`src/rtl/image_rom_arbiter.sv`:
```
// image_rom_arbiter
// Shares one registered-read image_rom port between N_REQ sprite drawers.
// At most one address is accepted per clock, picked round-robin. The ROM
// pixel is returned two clocks after the request was sampled, tagged with a
// one-hot rvalid that names the requester that owns it.
//
// Handshake: a requester raises req[i] with a stable addr[i] and holds both
// until it observes gnt[i]=1 (the cycle after its address was taken). A req[i]
// still high during its gnt cycle is a fresh request. There is no back-pressure
// on the return path: rvalid[i] is a one-cycle strobe and rdata must be taken
// in that same cycle.
module image_rom_arbiter #(
  parameter int N_REQ  = 2,
  parameter int ADDR_W = 12,
  parameter int DATA_W = 12
) (
  input  logic                    clk,
  input  logic                    rst,
  input  logic [N_REQ-1:0]        req,
  input  logic [N_REQ*ADDR_W-1:0] addr,
  output logic [N_REQ-1:0]        gnt,
  output logic [N_REQ-1:0]        rvalid,
  output logic [DATA_W-1:0]       rdata,
  output logic [ADDR_W-1:0]       rom_address,
  input  logic [DATA_W-1:0]       rom_rgb
);

  localparam int ID_W = (N_REQ > 1) ? $clog2(N_REQ) : 1;

  // round-robin pointer: id of the most recent winner
  logic [ID_W-1:0]   last;
  logic [N_REQ-1:0]  upper_mask;
  logic [N_REQ-1:0]  upper_req;
  logic [N_REQ-1:0]  cand;
  logic [ID_W-1:0]   win;
  logic [ADDR_W-1:0] win_addr;
  logic              any_req;

  // stage 1: address issued to the ROM this cycle
  logic              s1_v;
  logic [ID_W-1:0]   s1_id;

  function automatic logic [N_REQ-1:0] onehot(input logic [ID_W-1:0] id);
    logic [N_REQ-1:0] v;
    v     = '0;
    v[id] = 1'b1;
    return v;
  endfunction

  // Winner select: lowest requester above the pointer, else lowest overall.
  // Only the winner's address is muxed, so undriven idle ports never leak.
  always_comb begin
    upper_mask = '0;
    for (int i = 0; i < N_REQ; i++) begin
      upper_mask[i] = (ID_W'(i) > last);
    end
    upper_req = req & upper_mask;
    cand      = (|upper_req) ? upper_req : req;
    any_req   = |req;
    win       = '0;
    win_addr  = '0;
    for (int i = N_REQ - 1; i >= 0; i--) begin
      if (cand[i]) begin
        win      = ID_W'(i);
        win_addr = addr[i*ADDR_W +: ADDR_W];
      end
    end
  end

  // Arbitration stage: capture winner address, grant and pointer.
  always_ff @(posedge clk) begin
    if (rst) begin
      gnt         <= '0;
      rom_address <= '0;
      s1_v        <= 1'b0;
      s1_id       <= '0;
      last        <= ID_W'(N_REQ - 1);
    end else if (any_req) begin
      gnt         <= onehot(win);
      rom_address <= win_addr;
      s1_v        <= 1'b1;
      s1_id       <= win;
      last        <= win;
    end else begin
      gnt         <= '0;
      s1_v        <= 1'b0;
    end
  end

  // Return stage: ROM data is valid now for the id issued one cycle earlier.
  always_ff @(posedge clk) begin
    if (rst) begin
      rvalid <= '0;
    end else begin
      rvalid <= s1_v ? onehot(s1_id) : '0;
    end
  end

  assign rdata = rom_rgb;

endmodule

```
`config.mk`:
```
export PLATFORM = sky130hd
export DESIGN_NAME = image_rom_arbiter
export DESIGN_NICKNAME = d
export VERILOG_FILES = /design/src/rtl/image_rom_arbiter.sv
export SDC_FILE = /design/constraint.sdc
export NUM_CORES = 1
export LEC_CHECK = 0
export BUFFER_PORTS_ARGS = -buffer_cell sky130_fd_sc_hd__buf_2
export CORE_MARGIN = 2
export CORE_UTILIZATION = 36
export CTS_CLUSTER_DIAMETER = 80
export DETAILED_ROUTE_END_ITERATION = 8
export GPL_ROUTABILITY_DRIVEN = 0
export PLACE_DENSITY = 0.74
export SYNTH_ARGS = -nofsm -noshare
export SYNTH_HDL_FRONTEND = slang
export SYNTH_SLANG_ARGS = --single-unit
```
`constraint.sdc`:
```
create_clock -name clk -period 1.05 [get_ports clk]
set_clock_uncertainty 0.05 [all_clocks]
set_input_delay 0.0525 -clock clk [delete_from_list [all_inputs] [get_ports clk]]
set_output_delay 0.0525 -clock clk [all_outputs]
set_load 0.05 [all_outputs]
```
==> metrics.md <==
| Metric | Value |
|---|---|
| Relative slew margins | roughly four fifths |
| Critical path startpoint category | flip-flop |
| PnR worst setup slack | between 50 and 60 ps |
| RSZ-0062 raised after global routing | no |
| DRC Markers | 0 |
| ANT cells | 0 |
| CP Class | reg -> out |
| Register area share after synthesis | 39.2% |
| Syn-to-layout area delta | 31.4% |
| Critical Path, Cell by Cell | buf_2 |
| Non-filler cells, final | 185 |
| Final WL | 2390 um |
| Cell area after synthesis | 971 um^2 |
| Commonest non-fill, non-tap cell in the layout | buf_2 |
| Worst setup EP type | output pin |
| Initial antenna violation count | 0 |
| Drt pass-1 iters | 4 |
| Status | finished, final reports clean |
| CP delay by family, top | flip-flops |
| CTS tree | yes |
| # IOs | slightly below 70 |
| Clock-pin slew on the worst setup and hold paths | 100 ps |
| Largest net degree at the start of global routing | 25 |
| Worst-path fanout max | 2 |
| Die Footprint | 0.00313 mm^2 |
| Clock Tree Buf Depth | 2 |
| First-pass GRT wire length | 4030 um |
| Fin crit period | 996 ps |
| Layout Nets | 196 |
| Max-Cap Viols | 0 |
| Yosys warning total | 0 |
| Required arrival time at the worst endpoint | 950 ps |
| Peak VDD IR | 0.782 mV |
| Commonest cells after routing, fill and taps aside | buf_2, nor2_1, a21oi_1 |
| Hold crit path type | in -> out |
| Mean area per synthesized cell | 8.59 um^2 |
| Worst Setup Slack post-DPL | roughly 22 ps |
| CTS Sinks | 19 |
| Core Box Area | 0.00252 mm^2 |
| Slowest CP cell | dfxtp_2 |
| CTS Root Cell | clkbuf_4 |
| CTS HTree Levels | 1 |
| Yosys cell types | 17 |
| Final Setup Violations | 0 |
| Postcts setup bufs | 0 |
| Die Y | roughly 56 um |
| GRT Total Usage | 15.9% |
| DIE WIDTH | 55.9 um |
| ANT nets after route | 0 |
| Placed cells | approximately 170 |
| Routed wire per std cell | 12.9 um |
| Fin. Hold Viols | 0 |
| Initial DRC Count | 21 |
| Initial Util | around 38% |
| Fmax achieved | 1.00 GHz |
| DP Wirelength | 1620 um |
| DR vias | 947 |
| Slew Limit Fails | 0 |
| Worst path bufs/invs | 1 |
| Share of layout cells above drive strength 1 | between 40 and 50% |
| Post-Syn Instances | between 100 and 150 |
| Setup TNS | 0 ps |
| Slew @ Worst Pin | 330 ps |
| Vias per cell | 5.12 |
| WP data arrival | between 800 and 900 ps |
| Vias in the first global route | 953 |
| Pwr Density | ~1300 mW/mm^2 |
| Port Buf Inserts | 43 |
| Syn_nets | approximately 150 |
| GR Overflow Total | 0 |
| Period utilisation layout | 94.9% |
| FF+latch count, synth | 19 |
| Num CTS Buffers | 3 |
| FP Rows | 18 |
| Leak pwr | ~0.60 nW |
| Latest clock arrival within the worst-skew pair | 280 ps |
| Delay of the slowest cell on the worst path | about 350 ps |
## final cells by class
type                    count  area, um^2
fillers                   242        1250
flip-flops and latches     19         395
multi-input cells          61         394
repair buffers             59         378
inverters                  12        45.0
well taps                  30        37.5
clock buffers               4        26.3
## power by group
| group | switching (mW) | leakage [nW] | total, mW | internal [mW] |
|---|---|---|---|---|
| logic | 0.325 | 0.419 | 0.513 | 0.188 |
| registers | 0.0260 | 0.161 | 0.809 | 0.783 |
| clock network | 0.206 | 0.0150 | 0.353 | 0.147 |
| total | 0.557 | 0.596 | 1.68 | 1.12 |
## synth_stat cells
cell type,number,area [um^2]
dfxtp_1,19,380
nor2_1,15,56.3
a21oi_1,13,65.1
buf_4,13,97.6
a31oi_1,12,75.1
o221a_1,12,135
clkinv_1,8,30.0
buf_2,5,25.0
inv_1,4,15.0
buf_6,3,33.8
nand2b_1,2,12.5
nor3b_1,2,15.0
and3b_1,1,8.76
nand2_1,1,3.75
nand2_2,1,6.26
nor2b_1,1,6.26
o21ai_0,1,5.00
## through the flow
stage,util [%],hold slack (ps),area (um^2),total power [mW]
6_report,50.6,55.0,1280,1.68
5_1_grt,50.6,55.1,1280,1.77
4_1_cts,50.4,55.4,1270,1.68
3_5_place_dp,44.6,55.4,1120,1.30
3_3_place_gp,44.6,55.4,1120,1.29
2_1_floorplan,-,139,986,1.29
## state kept, by name, indices dropped and copies added (netlist names)
name and flops:
rom_address 12, last 1, rvalid 2, gnt 2, s1_v 1, s1_id 1
## kinds of logic after synthesis
| group | count (synthesis) | synth area share [%] |
|---|---|---|
| flops | 19 | 39.2 |
| compound gates | 38 | 28.9 |
| simple gates | 23 | 11.2 |
| buf+inv | 33 | 20.7 |
## metal layers
metal  vias to the layer above  wire (um)  global-route usage (%)
met3                         4        153                    2.33
met4                         0         27                    8.50
met1                       433        990                    17.3
met2                        39       1210                    29.4
met5                         -          0                       0
li1                        471          -                       -
## final timing paths
kind | depth (start not counted) | slack, ps | end | start
setup / recovery | 1 | 50 | rom_address[9] | rom_address[9]
hold / removal | 0 | 60 | rdata[0] | rom_rgb[0]
setup reg to reg | 3 | 70 | rom_address[0] | last
hold reg to reg | 1 | 420 | rvalid[0] | s1_id
## repair_timing
action / 4_1_cts / 5_1_grt
setup endpoints to repair: 0 / 12
resized for setup: 0 / 1
hold endpoints to repair: 12 / 0
hold buffers: 12 / 0
Power figures use the tool's default switching activity.
